`src/rtl/pipe_ctrl_unit_pkg.sv`:
```
// Shared definitions for the pipeline control unit: MIPS opcode constants,
// ALUOp classes and the control bundles carried through the stage registers.
package pipe_ctrl_unit_pkg;

    localparam logic [5:0] OP_RTYPE = 6'h00;
    localparam logic [5:0] OP_BEQ   = 6'h04;
    localparam logic [5:0] OP_BNE   = 6'h05;
    localparam logic [5:0] OP_ADDI  = 6'h08;
    localparam logic [5:0] OP_ADDIU = 6'h09;
    localparam logic [5:0] OP_SLTI  = 6'h0A;
    localparam logic [5:0] OP_SLTIU = 6'h0B;
    localparam logic [5:0] OP_ANDI  = 6'h0C;
    localparam logic [5:0] OP_ORI   = 6'h0D;
    localparam logic [5:0] OP_XORI  = 6'h0E;
    localparam logic [5:0] OP_LOAD  = 6'h23;
    localparam logic [5:0] OP_STORE = 6'h2B;

    typedef enum logic [1:0] {
        ALUOP_ADD   = 2'b00,
        ALUOP_SUB   = 2'b01,
        ALUOP_FUNCT = 2'b10,
        ALUOP_IMM   = 2'b11
    } aluop_e;

    // Everything the ID/EX register carries (regdst is consumed at the latch).
    typedef struct packed {
        logic   alusrc;
        logic   branch;
        logic   bne;
        aluop_e aluop;
        logic   memread;
        logic   memwrite;
        logic   memtoreg;
        logic   regwrite;
    } ex_ctrl_t;

    // Subset that survives into EX/MEM.
    typedef struct packed {
        logic memread;
        logic memwrite;
        logic memtoreg;
        logic regwrite;
    } mem_ctrl_t;

endpackage

```
`src/rtl/pipe_ctrl_unit_decode.sv`:
```
// ctrl_decode: purely combinational opcode decoder.
//   opcode  : ID-stage opcode
//   ctrl    : control bundle for the ID/EX register
//   regdst  : destination is rd (1) or rt (0)
//   rt_used : rt is a source operand (used by the load-use check)
//   illegal : opcode is not in the decode table
module ctrl_decode
    import pipe_ctrl_unit_pkg::*;
#(
    parameter int OPCODE_WIDTH = 6
) (
    input  logic [OPCODE_WIDTH-1:0] opcode,
    output ex_ctrl_t                ctrl,
    output logic                    regdst,
    output logic                    rt_used,
    output logic                    illegal
);

    always_comb begin
        // NOTE: every output gets a default before the case so no path can infer a latch.
        ctrl    = '0;
        regdst  = 1'b0;
        rt_used = 1'b0;
        illegal = 1'b0;
        case (opcode)
            OPCODE_WIDTH'(OP_RTYPE): begin
                regdst        = 1'b1;
                rt_used       = 1'b1;
                ctrl.regwrite = 1'b1;
                ctrl.aluop    = ALUOP_FUNCT;
            end
            OPCODE_WIDTH'(OP_BEQ), OPCODE_WIDTH'(OP_BNE): begin
                rt_used     = 1'b1;
                ctrl.branch = 1'b1;
                ctrl.bne    = (opcode == OPCODE_WIDTH'(OP_BNE));
                ctrl.aluop  = ALUOP_SUB;
            end
            OPCODE_WIDTH'(OP_ADDI), OPCODE_WIDTH'(OP_ADDIU): begin
                ctrl.alusrc   = 1'b1;
                ctrl.regwrite = 1'b1;
                ctrl.aluop    = ALUOP_ADD;
            end
            OPCODE_WIDTH'(OP_SLTI), OPCODE_WIDTH'(OP_SLTIU), OPCODE_WIDTH'(OP_ANDI),
            OPCODE_WIDTH'(OP_ORI), OPCODE_WIDTH'(OP_XORI): begin
                ctrl.alusrc   = 1'b1;
                ctrl.regwrite = 1'b1;
                ctrl.aluop    = ALUOP_IMM;
            end
            OPCODE_WIDTH'(OP_LOAD): begin
                ctrl.alusrc   = 1'b1;
                ctrl.memread  = 1'b1;
                ctrl.memtoreg = 1'b1;
                ctrl.regwrite = 1'b1;
                ctrl.aluop    = ALUOP_ADD;
            end
            OPCODE_WIDTH'(OP_STORE): begin
                rt_used       = 1'b1;
                ctrl.alusrc   = 1'b1;
                ctrl.memwrite = 1'b1;
                ctrl.aluop    = ALUOP_ADD;
            end
            default: illegal = 1'b1;
        endcase
    end

endmodule

```
`src/rtl/pipe_ctrl_unit.sv`:
```
// pipe_ctrl_unit: control path of a 5-stage MIPS pipeline.
// Decodes the ID opcode, carries the control bundle through ID/EX, EX/MEM and
// MEM/WB, and resolves freeze (memory busy), branch flush and load-use stall.
//   d_clk, d_rst_n          : clock, asynchronous active-low reset
//   i_id_*                  : instruction currently in ID
//   i_ex_branch_taken       : branch in EX resolved taken
//   i_mem_ready             : data-memory access completes this cycle
//   o_pc_stall/o_ifid_*     : front-end control (combinational)
//   o_ex_* / o_mem_* / o_wb_*: per-stage registered control
//   o_illegal               : one-cycle pulse when an invalid opcode enters EX
//   o_stall_count           : saturating count of load-use stall cycles
module pipe_ctrl_unit
    import pipe_ctrl_unit_pkg::*;
#(
    parameter int OPCODE_WIDTH   = 6,
    parameter int REG_ADDR_WIDTH = 5,
    parameter int ALUOP_WIDTH    = 2,
    parameter int CNT_WIDTH      = 16
) (
    input  logic                      d_clk,
    input  logic                      d_rst_n,
    input  logic                      i_id_valid,
    input  logic [OPCODE_WIDTH-1:0]   i_id_opcode,
    input  logic [REG_ADDR_WIDTH-1:0] i_id_rs,
    input  logic [REG_ADDR_WIDTH-1:0] i_id_rt,
    input  logic [REG_ADDR_WIDTH-1:0] i_id_rd,
    input  logic                      i_ex_branch_taken,
    input  logic                      i_mem_ready,
    output logic                      o_pc_stall,
    output logic                      o_ifid_stall,
    output logic                      o_ifid_flush,
    output logic                      o_ex_valid,
    output logic                      o_ex_alusrc,
    output logic                      o_ex_branch,
    output logic                      o_ex_bne,
    output logic [ALUOP_WIDTH-1:0]    o_ex_aluop,
    output logic                      o_mem_valid,
    output logic                      o_mem_read,
    output logic                      o_mem_write,
    output logic                      o_wb_valid,
    output logic                      o_wb_regwrite,
    output logic                      o_wb_memtoreg,
    output logic [REG_ADDR_WIDTH-1:0] o_wb_waddr,
    output logic                      o_illegal,
    output logic [CNT_WIDTH-1:0]      o_stall_count
);

    ex_ctrl_t dec_ctrl;
    logic     dec_regdst;
    logic     dec_rt_used;
    logic     dec_illegal;

    ctrl_decode #(
        .OPCODE_WIDTH(OPCODE_WIDTH)
    ) u_decode (
        .opcode (i_id_opcode),
        .ctrl   (dec_ctrl),
        .regdst (dec_regdst),
        .rt_used(dec_rt_used),
        .illegal(dec_illegal)
    );

    // Stage registers
    logic                      ex_valid;
    ex_ctrl_t                  ex_ctrl;
    logic [REG_ADDR_WIDTH-1:0] ex_waddr;
    logic                      illegal_q;

    logic                      mem_valid;
    mem_ctrl_t                 mem_ctrl;
    logic [REG_ADDR_WIDTH-1:0] mem_waddr;

    logic                      wb_valid;
    logic                      wb_regwrite;
    logic                      wb_memtoreg;
    logic [REG_ADDR_WIDTH-1:0] wb_waddr;

    logic [CNT_WIDTH-1:0]      stall_count;

    // Hazard resolution, in priority order freeze > flush > loaduse.
    logic freeze, flush, loaduse, ex_dep, id_load;

    assign freeze  = mem_valid & (mem_ctrl.memread | mem_ctrl.memwrite) & ~i_mem_ready;
    // A taken branch waits out a freeze in EX and acts once memory releases.
    assign flush   = ~freeze & i_ex_branch_taken;
    assign ex_dep  = (ex_waddr == i_id_rs) | (dec_rt_used & (ex_waddr == i_id_rt));
    assign loaduse = ~freeze & ~flush & i_id_valid & ex_valid & ex_ctrl.memread
                   & (ex_waddr != '0) & ex_dep;
    assign id_load = ~flush & ~loaduse & i_id_valid;

    // ID/EX: hold on freeze, bubble on flush/loaduse/empty ID, else latch decode.
    always_ff @(posedge d_clk or negedge d_rst_n) begin
        if (!d_rst_n) begin
            // NOTE: state is updated with non-blocking assignments so every register samples pre-edge values.
            ex_valid  <= 1'b0;
            ex_ctrl   <= '0;
            ex_waddr  <= '0;
            illegal_q <= 1'b0;
        end else if (freeze) begin
            // The held instruction already reported itself; keep the flag a single pulse.
            illegal_q <= 1'b0;
        end else if (id_load) begin
            ex_valid  <= 1'b1;
            ex_ctrl   <= dec_ctrl;
            ex_waddr  <= dec_regdst ? i_id_rd : i_id_rt;
            illegal_q <= dec_illegal;
        end else begin
            ex_valid  <= 1'b0;
            ex_ctrl   <= '0;
            ex_waddr  <= '0;
            illegal_q <= 1'b0;
        end
    end

    // EX/MEM: holds during freeze, otherwise advances.
    always_ff @(posedge d_clk or negedge d_rst_n) begin
        if (!d_rst_n) begin
            mem_valid <= 1'b0;
            mem_ctrl  <= '0;
            mem_waddr <= '0;
        end else if (!freeze) begin
            mem_valid <= ex_valid;
            mem_ctrl  <= '{memread:  ex_ctrl.memread,
                           memwrite: ex_ctrl.memwrite,
                           memtoreg: ex_ctrl.memtoreg,
                           regwrite: ex_ctrl.regwrite};
            mem_waddr <= ex_waddr;
        end
    end

    // MEM/WB: bubble during freeze; writes to $0 are suppressed here.
    always_ff @(posedge d_clk or negedge d_rst_n) begin
        if (!d_rst_n) begin
            wb_valid    <= 1'b0;
            wb_regwrite <= 1'b0;
            wb_memtoreg <= 1'b0;
            wb_waddr    <= '0;
        end else if (freeze) begin
            wb_valid    <= 1'b0;
            wb_regwrite <= 1'b0;
            wb_memtoreg <= 1'b0;
            wb_waddr    <= '0;
        end else begin
            wb_valid    <= mem_valid;
            wb_regwrite <= mem_ctrl.regwrite & (mem_waddr != '0);
            wb_memtoreg <= mem_ctrl.memtoreg;
            wb_waddr    <= mem_waddr;
        end
    end

    always_ff @(posedge d_clk or negedge d_rst_n) begin
        if (!d_rst_n) begin
            stall_count <= '0;
        end else if (loaduse && (stall_count != '1)) begin
            stall_count <= stall_count + 1'b1;
        end
    end

    assign o_pc_stall    = freeze | loaduse;
    assign o_ifid_stall  = freeze | loaduse;
    assign o_ifid_flush  = flush;

    assign o_ex_valid    = ex_valid;
    assign o_ex_alusrc   = ex_ctrl.alusrc;
    assign o_ex_branch   = ex_ctrl.branch;
    assign o_ex_bne      = ex_ctrl.bne;
    assign o_ex_aluop    = ALUOP_WIDTH'(ex_ctrl.aluop);

    assign o_mem_valid   = mem_valid;
    assign o_mem_read    = mem_ctrl.memread;
    assign o_mem_write   = mem_ctrl.memwrite;

    assign o_wb_valid    = wb_valid;
    assign o_wb_regwrite = wb_regwrite;
    assign o_wb_memtoreg = wb_memtoreg;
    assign o_wb_waddr    = wb_waddr;

    assign o_illegal     = illegal_q;
    assign o_stall_count = stall_count;

endmodule

```
`config.mk`:
```
export PLATFORM = sky130hd
export DESIGN_NAME = pipe_ctrl_unit
export DESIGN_NICKNAME = d
export VERILOG_FILES = /design/src/rtl/pipe_ctrl_unit_pkg.sv /design/src/rtl/pipe_ctrl_unit_decode.sv /design/src/rtl/pipe_ctrl_unit.sv
export SDC_FILE = /design/constraint.sdc
export NUM_CORES = 1
export LEC_CHECK = 0
export ABC_AREA = 1
export CELL_PAD_IN_SITES_DETAIL_PLACEMENT = 0
export CELL_PAD_IN_SITES_GLOBAL_PLACEMENT = 1
export CORE_AREA = 2 2 87 89
export CTS_BUF_LIST = sky130_fd_sc_hd__clkbuf_4 sky130_fd_sc_hd__clkbuf_8
export DETAILED_ROUTE_END_ITERATION = 8
export DIE_AREA = 0 0 89 91
export HOLD_SLACK_MARGIN = 0.15
export PLACE_DENSITY_LB_ADDON = 0.1
export REMOVE_ABC_BUFFERS = 1
export SLEW_MARGIN = 5
export SYNTH_ARGS = -nofsm -noshare
export SYNTH_HDL_FRONTEND = slang
export SYNTH_HIERARCHICAL = 1
export SYNTH_SLANG_ARGS = --single-unit
```
`constraint.sdc`:
```
create_clock -name d_clk -period 2.6 [get_ports d_clk]
set_input_delay 0.39 -clock d_clk [delete_from_list [all_inputs] [get_ports d_clk]]
set_output_delay 0.39 -clock d_clk [all_outputs]
set_load 0.02 [all_outputs]
```
# After elaboration in Yosys (flattened, before gate mapping)
# Index checks and enable logic that the tools add are counted.
[totals] reg_bits=50 inputBits=26
[op_classes] add_sub_neg=1 n_eq_ne=14 n_mux=19 bitwise_logic=20 n_reduce_logical=10
[ops] cell="6-bit by 4-bit equality test with 1-bit output (second input constant)" count=7
[ops] cell="9-bit OR reduction" count=2
[ops] cell="16-bit by 1-bit adder with 16-bit output (second input constant)" count=1
[ops] cell="16-bit != test (second input constant)" count=1
[ops] cell="5-bit 2-to-1 mux" count=3
[ops] cell="1-bit bitwise AND" count=13
[ops] cell="1-bit 2-to-1 mux" count=13
[ops] cell="6-bit by 3-bit equality test with 1-bit output (second input constant)" count=2
[ops] cell="6-bit equality test (second input constant)" count=2
[ops] cell="12-bit OR reduction" count=1
[ops] cell="5-bit equality test" count=2
[ops] cell="5-bit nonzero test" count=2
[ops] cell="9-bit 2-to-1 mux" count=1
[ops] cell="6-bit logical NOT" count=1
[ops] cell="2-bit case mux with 3 select lines" count=1
[ops] cell="5-bit OR reduction" count=1
[ops] cell="1-bit NOT" count=4
[ops] cell="4-bit OR reduction" count=1
[ops] cell="1-bit bitwise OR" count=3
[ops] cell="2-bit 2-to-1 mux" count=1
[ops] cell="2-bit OR reduction" count=1
[ops] cell="1-bit logical AND" count=1

# Longest topological paths before layout
# Gate-level depths: netlist (run 1).
[logic_depth] ltp_word=17 mapped_depth=13

# Hierarchy
# The synthesis (run 1) kept the hierarchy.
[modules_own_cells] mod="pipe_ctrl_unit" instances=1 cells_per_inst=326 area_each_um2=2561.2 seq_area_each_um2=1251.2
[modules_own_cells] mod="ctrl_decode" instances=1 cells_per_inst=49 area_each_um2=251.5 seq_area_each_um2=0.0

# Worst setup path before layout (run 1)
# Ideal clock, no wire load.
[synth_timing] path_kind="in2out" from="input i_id_opcode[4]" to="output o_pc_stall" arrival_time_ps=1816 setup_slack_ps=394 stages=13 path_cell_list="nor2_4 -> nand2_2 -> inv_2 -> nand3_2 -> nand3_2 -> nand2_1 -> nor2_1 -> nand3_1 -> nand2_1 -> nand2_1 -> buf_4 -> nand2_1 -> buf_4"
[synth_between] elab_chain_len=7 word_cells_on_any_way=10
[synth_rtl] item="start: declaration" line_no="pipe_ctrl_unit.sv:23" rtl="input logic [OPCODE_WIDTH-1:0] i_id_opcode,"
[synth_rtl] item="6-bit equality test (tied with other cells)" line_no="pipe_ctrl_unit_decode.sv:25" rtl="case (opcode)"
[synth_rtl] item="4-bit OR reduction (no source line) *"
[synth_rtl] item="1-bit 2-to-1 mux *" line_no="pipe_ctrl_unit_decode.sv:25"
[synth_rtl] item="named net dec_rt_used" line_no="pipe_ctrl_unit.sv:50" rtl="logic dec_rt_used;"
[synth_rtl] item="1-bit bitwise AND *" line_no="pipe_ctrl_unit.sv:86" rtl="assign ex_dep = (ex_waddr == i_id_rs) | (dec_rt_used & (ex_waddr == i_id_rt));"
[synth_rtl] item="1-bit bitwise OR *" line_no="pipe_ctrl_unit.sv:86"
[synth_rtl] item="1-bit bitwise AND *" line_no="pipe_ctrl_unit.sv:88" rtl="& (ex_waddr != '0) & ex_dep;"
[synth_rtl] item="1-bit bitwise OR *"
[synth_rtl] item="end: declaration" line_no="pipe_ctrl_unit.sv:29" rtl="output logic o_pc_stall,"
# The timed path passes the listed nets; every way through them passes the cells marked *.

# Worst setup path in the final report (run 1)
[layout_timing] from="input i_mem_ready" to="output o_ifid_flush"
[layout_between] elab_chain_len=4
[layout_rtl] item="start: declaration" line_no="pipe_ctrl_unit.sv:28" rtl="input logic i_mem_ready,"
[layout_rtl] item="1-bit NOT" line_no="pipe_ctrl_unit.sv:83" rtl="assign freeze = mem_valid & (mem_ctrl.memread | mem_ctrl.memwrite) & ~i_mem_ready;"
[layout_rtl] item="1-bit bitwise AND" line_no="pipe_ctrl_unit.sv:83"
[layout_rtl] item="1-bit NOT" line_no="pipe_ctrl_unit.sv:85" rtl="assign flush = ~freeze & i_ex_branch_taken;"
[layout_rtl] item="1-bit bitwise AND" line_no="pipe_ctrl_unit.sv:85"
[layout_rtl] item="end: declaration" line_no="pipe_ctrl_unit.sv:31" rtl="output logic o_ifid_flush,"
# Every way passes these cells.

==> results of run 1 <==
[critical path, cell delays in order]
cell             delay [ns]
clkdlybuf4s50_1        0.46
nor2_1                 0.06
o21ai_2                0.09
buf_12                 0.22
inv_1                  0.07
nor2_1                 0.09
clkdlybuf4s50_1        0.61
[cell type report]
cell class	count	area, µm²	share of cell area
tap	99	123.9	0.03336
clock buffer	7	83.83	0.02257
inverter	57	214.0	0.05761
multi-input combinational	253	1250	0.3366
timing repair buffer	85	790.8	0.2129
sequential	50	1251	0.3369
[state kept, by name (all words and copies together) (netlist names)]
name	cells
o_ex_bne	1
mem_waddr	5
o_mem_read	1
o_mem_valid	1
o_wb_memtoreg	1
o_wb_waddr	5
o_stall_count	16
mem_ctrl	2
o_wb_regwrite	1
o_ex_valid	1
o_ex_alusrc	1
o_ex_branch	1
o_wb_valid	1
o_illegal	1
o_ex_aluop	2
o_mem_write	1
ex_waddr	5
ex_ctrl	4
[power groups by stage]
stage | clock [mW] | sequential [mW] | combinational [mW]
floorplan | 0 | 0.825 | 0.0612
global placement | 0 | 0.816 | 0.179
detailed placement | 0 | 0.817 | 0.179
CTS | 0.469 | 0.802 | 0.180
global route | 0.500 | 0.804 | 0.197
finish | 0.448 | 0.801 | 0.177
[cell families (layout without fill, tap and decap cells)]
logic type,after synthesis,in the layout
and+or+nand+nor,206,206
muxes,1,1
AOI/OAI and AO/OA,32,32
adders and majority gates,1,1
buffers and inverters,72,149
xor gates and xnor gates,13,13
DFF,50,50
[placed cells by master (no fill, tap or decap), drive strengths merged]
cell	n
xnor2	7
dfrtp	50
a311oi	1
nand3	26
buf	24
clkbuf	9
nor2	42
clkdlybuf4s50	59
mux2	1
nor3	5
xor2	6
o21ai	30
inv	57
ha	1
nand2	115
nand4	18
a22o	1
[worst min-delay path by stage]
stage | endpoint | slack, ns | cells after the start
after floorplan | ex_ctrl[0]$_DFFE_PN0N_ | 0.09 | 0
after global placement | o_ex_aluop[0]$_DFFE_PN0N_ | 0.46 | 2
after detailed placement | o_ex_bne$_DFFE_PN0N_ | 0.47 | 2
after CTS | o_mem_valid$_DFFE_PN0N_ | 0.23 | 2
after global routing | o_stall_count[2]$_DFFE_PN0P_ | 0.26 | 2
final | o_mem_valid$_DFFE_PN0N_ | 0.20 | 2
[metrics by stage]
| step | power [mW] | setup WS (ns) | area, µm² | hold slack (ns) |
|---|---|---|---|---|
| finish | 1.426 | 0.2166 | 3714 | 0.1954 |
| global route | 1.501 | 0.04169 | 3714 | 0.2591 |
| CTS | 1.450 | 0.03209 | 3721 | 0.2312 |
| detailed placement | 0.9965 | -0.2453 | 3640 | 0.4655 |
| global placement | 0.9951 | -0.1943 | 3640 | 0.4639 |
| floorplan | 0.8865 | 0.06915 | 2715 | 0.09441 |
[per-layer routing]
| metal | track usage | up-vias | wire length, µm |
|---|---|---|---|
| met5 | 0 | - | 0 |
| met4 | 0.04478 | 0 | 78 |
| li1 | - | 1319 | - |
| met1 | 0.2279 | 1161 | 2968 |
| met3 | 0.03091 | 4 | 290 |
| met2 | 0.2873 | 55 | 3092 |
==> run_summary.xml, run 1 <==
<?xml version="1.0" encoding="UTF-8"?>
<metrics>
  <group name="power_and_ir_drop">
    <metric name="power.share.switching" unit="">0.2390</metric>
    <metric name="share_clk_of_total_power" unit="">0.314</metric>
    <metric name="powerDensity" unit="nW/µm²">384.0</metric>
    <metric name="peakVddDrop" unit="V">0.0002107</metric>
    <metric name="power.leakage" unit="nW">1.777</metric>
    <metric name="share_comb_of_total_power" unit="">0.124</metric>
    <metric name="p_int" unit="mW">1.085</metric>
    <metric name="p_seq_frac" unit="">0.562</metric>
    <metric name="switchingPower" unit="µW">340.8</metric>
  </group>
  <group name="global_routing">
    <metric name="grt_overflow_total" unit="">0</metric>
    <metric name="grt_pass1_wl" unit="µm">11200</metric>
    <metric name="groute.usage.overall" unit="">0.1721</metric>
    <metric name="initial_antenna_violation_count" unit="">0</metric>
    <metric name="grt_max_degree" unit="">51</metric>
    <metric name="grt_pass1_vias" unit="">2423</metric>
  </group>
  <group name="worst_setup_path">
    <metric name="r2r_slack" unit="ns">0.68</metric>
    <metric name="startpoint" unit="">i_mem_ready</metric>
    <metric name="worst_r2r_startpoint" unit="">o_stall_count[0]$_DFFE_PN0P_</metric>
    <metric name="crit_arrival" unit="ns">1.99</metric>
    <metric name="rr_worst_depth" unit="">9</metric>
    <metric name="timing_worst_setup_path_type" unit="">in -&gt; out</metric>
    <metric name="critPathCapture" unit="">o_ifid_flush</metric>
    <metric name="end_kind" unit="">output port</metric>
    <metric name="rr_endpoint" unit="">o_stall_count[15]$_DFFE_PN0P_</metric>
    <metric name="cp-start-kind" unit="">primary input</metric>
    <metric name="crit_fanout" unit="">33</metric>
    <metric name="critPathRequiredTime" unit="ns">2.21</metric>
  </group>
  <group name="cts">
    <metric name="worst_skew_pair.late_latency" unit="ns">0.29</metric>
    <metric name="cts.sink_count" unit="">50</metric>
    <metric name="tritoncts" unit="">done</metric>
    <metric name="maximum_clock_insertion_buffer_count" unit="">2</metric>
    <metric name="clkSlewWorstSetupHoldPaths" unit="ns">0.09</metric>
    <metric name="postCtsSetupRepairBufs" unit="">0</metric>
    <metric name="cts_resized" unit="">2</metric>
    <metric name="cts_hold_repair.buffers" unit="">0</metric>
    <metric name="cts-root-buf" unit="">clkbuf_8</metric>
    <metric name="cts-htree-levels" unit="">2</metric>
    <metric name="cts_made_buffers" unit="">5</metric>
  </group>
  <group name="place">
    <metric name="port_buffers" unit="">62</metric>
    <metric name="post-place-cells" unit="">544</metric>
    <metric name="gp_congestion" unit="">0.8264</metric>
    <metric name="detailed_place_hpwl" unit="µm">4719</metric>
  </group>
  <group name="timing">
    <metric name="max_freq" unit="MHz">419.6</metric>
    <metric name="slew-limit-headroom" unit="">0.5695</metric>
    <metric name="setup_viol_count_final" unit="">0</metric>
    <metric name="min_period_over_period" unit="">0.9167</metric>
    <metric name="maxSlewViolCount" unit="">0</metric>
    <metric name="finClkSkew" unit="ns">0.005801</metric>
    <metric name="grt_setup_unrepaired" unit="">false</metric>
    <metric name="timing.setup.tns" unit="ns">0</metric>
    <metric name="fin_crit" unit="ns">2.383</metric>
    <metric name="worstMarginPinSlew" unit="ns">0.6457</metric>
    <metric name="finalHoldViolations" unit="">0</metric>
  </group>
  <group name="final_layout">
    <metric name="postLayoutCoreUtil" unit="">0.5203</metric>
    <metric name="antenna_cells_inserted" unit="">0</metric>
    <metric name="filler_cell_count" unit="">735</metric>
    <metric name="areaGrowthSynthToFinish" unit="%">32.03</metric>
    <metric name="post_route_cells_drive_above_1_share" unit="">0.1261</metric>
    <metric name="nNetsFinal" unit="">479</metric>
    <metric name="final_cell_count_no_fill" unit="">551</metric>
  </group>
  <group name="detailed_routing">
    <metric name="drt_iter0_markers" unit="">95</metric>
    <metric name="routed_via_density" unit="">4.608</metric>
    <metric name="detailroute.via_count" unit="">2539</metric>
    <metric name="drt_pass1_iterations" unit="">4</metric>
    <metric name="detail_route.wl_per_cell" unit="µm">11.67</metric>
    <metric name="totalWireLength" unit="µm">6430</metric>
    <metric name="post-route-drc-count" unit="">0</metric>
    <metric name="drtAntennaViolNets" unit="">0</metric>
  </group>
  <group name="yosys">
    <metric name="synthesis.area_per_instance" unit="µm²">7.501</metric>
    <metric name="synth-adder-area-share" unit="">0.004448</metric>
    <metric name="synth.cell_area" unit="µm²">2813</metric>
    <metric name="post_synth_most_frequent_cells" unit="">nand2_1 (113), inv_1 (55), dfrtp_1 (50)</metric>
    <metric name="postSynthRegisterBits" unit="">50</metric>
    <metric name="post-synth-top-area-fraction" unit="">0.4448</metric>
    <metric name="compound_gate_fraction_of_synth_area" unit="">0.06762</metric>
    <metric name="synthSimpleGateAreaFrac" unit="">0.3278</metric>
    <metric name="post_synth_main_area_contributors" unit="">dfrtp_1 (44%), nand2_1 (15%), inv_1 (7.3%)</metric>
    <metric name="synthMuxAreaShare" unit="">0.004004</metric>
    <metric name="yosys_warnings" unit="">6</metric>
    <metric name="synth_edf_count" unit="">0</metric>
    <metric name="synth_flop_cell" unit="">dfrtp_1</metric>
    <metric name="distinct_cell_type_count_after_synthesis" unit="">24</metric>
    <metric name="synth.largest_area_cell" unit="">dfrtp_1</metric>
    <metric name="combinational_family_with_the_most_area_after_synthesis" unit="">simple AND/OR/NAND/NOR gates</metric>
    <metric name="post_synth_xor_area_fraction" unit="">0.04048</metric>
    <metric name="netlist_instances" unit="">375</metric>
    <metric name="synth.most_common_cell" unit="">nand2_1</metric>
    <metric name="async_sr_flop_fraction" unit="">1.000</metric>
    <metric name="ys_seq_area_frac" unit="">0.4448</metric>
  </group>
  <group name="die">
    <metric name="dieHeight" unit="µm">91</metric>
    <metric name="floorplan.initialDensity" unit="">0.3941</metric>
    <metric name="placement_rows" unit="">31</metric>
    <metric name="dieArea" unit="µm²">8099</metric>
    <metric name="die_w" unit="µm">89</metric>
    <metric name="coreArea" unit="µm²">7137</metric>
    <metric name="io_pins" unit="">63</metric>
  </group>
  <group name="worst_hold_path">
    <metric name="hold_path.class" unit="">in -&gt; async</metric>
  </group>
  <group name="outcome">
    <metric name="status" unit="">completed</metric>
  </group>
  <group name="flow_run">
    <metric name="max_cap_violations" unit="">0</metric>
  </group>
</metrics>
(Power assumes the default switching activity.)
==> run 2: changes to the inputs <==
Settings changed: TNS_END_PERCENT set to 5.
==> results of run 2 <==
Same layout as run 1: the final DEF is identical, and so are final timing and power.
==> run 3: changes to the inputs <==
Settings changed: CELL_PAD_IN_SITES_DETAIL_PLACEMENT 0 to 1, CELL_PAD_IN_SITES_GLOBAL_PLACEMENT 1 to 2, CORE_AREA 2 2 87 89 to 2 2 99 101, DIE_AREA 0 0 89 91 to 0 0 101 103.
==> run_summary.xml, run 3 (synthesis gave the netlist of run 1 again) <==
<?xml version="1.0" encoding="UTF-8"?>
<metrics>
  <group name="timing">
    <metric name="worst_slack" unit="ns">0.1870</metric>
    <metric name="finClkSkew" unit="ns">0.008487</metric>
    <metric name="maxSlewViolCount" unit="">0</metric>
    <metric name="setup_viol_count_final" unit="">0</metric>
    <metric name="grt_setup_unrepaired" unit="">false</metric>
    <metric name="max_freq" unit="MHz">414.4</metric>
    <metric name="worstMarginPinSlew" unit="ns">0.6288</metric>
    <metric name="fin_crit" unit="ns">2.413</metric>
    <metric name="worst_hold_slack" unit="ns">0.4924</metric>
    <metric name="slew-limit-headroom" unit="">0.5808</metric>
    <metric name="finalHoldViolations" unit="">0</metric>
    <metric name="min_period_over_period" unit="">0.9281</metric>
  </group>
  <group name="cts">
    <metric name="cts-htree-levels" unit="">2</metric>
    <metric name="cts_made_buffers" unit="">5</metric>
    <metric name="postCtsSetupRepairBufs" unit="">0</metric>
    <metric name="clkSlewWorstSetupHoldPaths" unit="ns">0.09</metric>
    <metric name="worst_skew_pair.late_latency" unit="ns">0.30</metric>
    <metric name="maximum_clock_insertion_buffer_count" unit="">2</metric>
    <metric name="tritoncts" unit="">done</metric>
    <metric name="cts.sink_count" unit="">50</metric>
    <metric name="cts-root-buf" unit="">clkbuf_8</metric>
  </group>
  <group name="detailed_routing">
    <metric name="routed.top_layer" unit="">met4</metric>
    <metric name="totalWireLength" unit="µm">7112</metric>
    <metric name="met2_wirelength" unit="µm">3712</metric>
    <metric name="wl_met1" unit="µm">3168</metric>
    <metric name="detail_route.wl_per_cell" unit="µm">12.50</metric>
    <metric name="post-route-drc-count" unit="">0</metric>
    <metric name="drtAntennaViolNets" unit="">0</metric>
    <metric name="drt_pass1_iterations" unit="">4</metric>
    <metric name="drt_iter0_markers" unit="">65</metric>
    <metric name="met3_wirelength" unit="µm">180</metric>
    <metric name="routed_via_density" unit="">4.554</metric>
    <metric name="detailroute.via_count" unit="">2591</metric>
  </group>
  <group name="die">
    <metric name="die_w" unit="µm">101</metric>
    <metric name="dieHeight" unit="µm">103</metric>
    <metric name="floorplan.initialDensity" unit="">0.2974</metric>
    <metric name="coreArea" unit="µm²">9459</metric>
    <metric name="dieArea" unit="µm²">10400</metric>
    <metric name="placement_rows" unit="">36</metric>
    <metric name="io_pins" unit="">63</metric>
  </group>
  <group name="place">
    <metric name="gp_congestion" unit="">0.7795</metric>
    <metric name="detailed_place_hpwl" unit="µm">5621</metric>
    <metric name="detailed_place.area" unit="µm²">3666</metric>
    <metric name="post-place-cells" unit="">560</metric>
    <metric name="port_buffers" unit="">62</metric>
    <metric name="place_ws" unit="ns">-0.2752</metric>
  </group>
  <group name="worst_setup_path">
    <metric name="timing_worst_setup_path_type" unit="">in -&gt; out</metric>
    <metric name="worst_r2r_startpoint" unit="">o_stall_count[0]$_DFFE_PN0P_</metric>
    <metric name="rr_endpoint" unit="">o_stall_count[5]$_DFFE_PN0P_</metric>
    <metric name="critPathRequiredTime" unit="ns">2.21</metric>
    <metric name="end_kind" unit="">output port</metric>
    <metric name="r2r_slack" unit="ns">0.66</metric>
    <metric name="rr_worst_depth" unit="">9</metric>
    <metric name="crit_fanout" unit="">4</metric>
    <metric name="crit_arrival" unit="ns">2.02</metric>
    <metric name="cp-start-kind" unit="">primary input</metric>
  </group>
  <group name="final_layout">
    <metric name="final_cell_area" unit="µm²">3756</metric>
    <metric name="largest_register_ffs" unit="">16</metric>
    <metric name="filler_cell_count" unit="">1186</metric>
    <metric name="antenna_cells_inserted" unit="">0</metric>
    <metric name="layout.cells.most_common_list" unit="">nand2_1 (113), clkdlybuf4s50_1 (59), inv_1 (55)</metric>
    <metric name="areaGrowthSynthToFinish" unit="%">33.54</metric>
    <metric name="final_cell_count_no_fill" unit="">569</metric>
    <metric name="layout_commonest_cell" unit="">nand2_1</metric>
    <metric name="post_route_cells_drive_above_1_share" unit="">0.1297</metric>
    <metric name="postLayoutCoreUtil" unit="">0.3971</metric>
    <metric name="nNetsFinal" unit="">481</metric>
  </group>
  <group name="global_routing">
    <metric name="grt_pass1_vias" unit="">2689</metric>
    <metric name="groute.usage.overall" unit="">0.1484</metric>
    <metric name="initial_antenna_violation_count" unit="">0</metric>
    <metric name="grt_pass1_wl" unit="µm">12460</metric>
    <metric name="grt_overflow_total" unit="">0</metric>
    <metric name="grt_max_degree" unit="">32</metric>
  </group>
  <group name="outcome">
    <metric name="status" unit="">completed</metric>
  </group>
  <group name="flow_run">
    <metric name="max_cap_violations" unit="">0</metric>
  </group>
  <group name="power_and_ir_drop">
    <metric name="powerDensity" unit="nW/µm²">382.6</metric>
    <metric name="peakVddDrop" unit="V">0.0001640</metric>
    <metric name="power.leakage" unit="nW">1.787</metric>
  </group>
  <group name="worst_hold_path">
    <metric name="hold_path.class" unit="">reg -&gt; reg</metric>
    <metric name="min-delay-start" unit="">ex_ctrl[1]$_DFFE_PN0N_</metric>
    <metric name="whs_endpoint" unit="">ex_ctrl[1]$_DFFE_PN0N_</metric>
    <metric name="hold_depth" unit="">2</metric>
  </group>
</metrics>
==> run 3: layout make-up <==
cell class                 instances  area, µm²  area share
sequential                        50       1251      0.3331
clock buffer                       6      76.32     0.02032
multi-input combinational        253       1250      0.3328
timing repair buffer              87      808.3      0.2152
tap                              114      142.6     0.03797
clock inverter                     2      13.76    0.003664
inverter                          57      214.0     0.05696
==> run 3: worst max-delay path by stage <==
stage | from | to | slack (ns) | cells past startpoint
2_1_floorplan | o_mem_write$_DFFE_PN0N_ | o_ifid_stall | 0.07 | 5
3_3_place_gp | i_id_opcode[1] | o_ifid_stall | -0.22 | 12
3_5_place_dp | i_id_opcode[1] | o_ifid_stall | -0.28 | 11
4_1_cts | i_id_opcode[1] | o_pc_stall | 0.003 | 11
5_1_grt | i_id_opcode[1] | o_pc_stall | 0.03 | 12
6_report | i_id_opcode[1] | o_ifid_stall | 0.19 | 12
==> run 3: layer usage <==
layer | track usage | up-vias
met1 | 0.1799 | 1220
met4 | 0.03742 | 0
li1 | - | 1323
met2 | 0.2779 | 43
met5 | 0 | -
met3 | 0.01966 | 5
==> run 3: critical path: stages <==
cell,delay [ns]
clkdlybuf4s50_1,0.53
nand2_1,0.09
inv_1,0.08
nand3_1,0.11
nand3_2,0.11
nand2_1,0.05
nor2_1,0.10
nand3_1,0.08
nand2_1,0.11
nand2_1,0.09
nand2_1,0.10
clkbuf_2,0.18
==> run 3: what timing repair did <==
item / 4_1_cts / 5_1_grt
hold buffers: 1 / 0
setup endpoints to repair: 2 / 2
endpoints found under the hold margin: 25 / 0
gates resized for setup: 3 / 3
==> run 3: report_power, final <==
part	internal, mW	switching [mW]	total [mW]
registers	0.792	0.00979	0.802
logic	0.0886	0.0916	0.180
clock network	0.201	0.254	0.455
==> run 3: metrics by stage <==
step           setup TNS (ns)  total power, mW
6_report                    0            1.437
5_1_grt                     0            1.524
4_1_cts                     0            1.473
3_5_place_dp          -0.5400            1.002
3_3_place_gp          -0.4458           0.9993
2_1_floorplan               0           0.8865
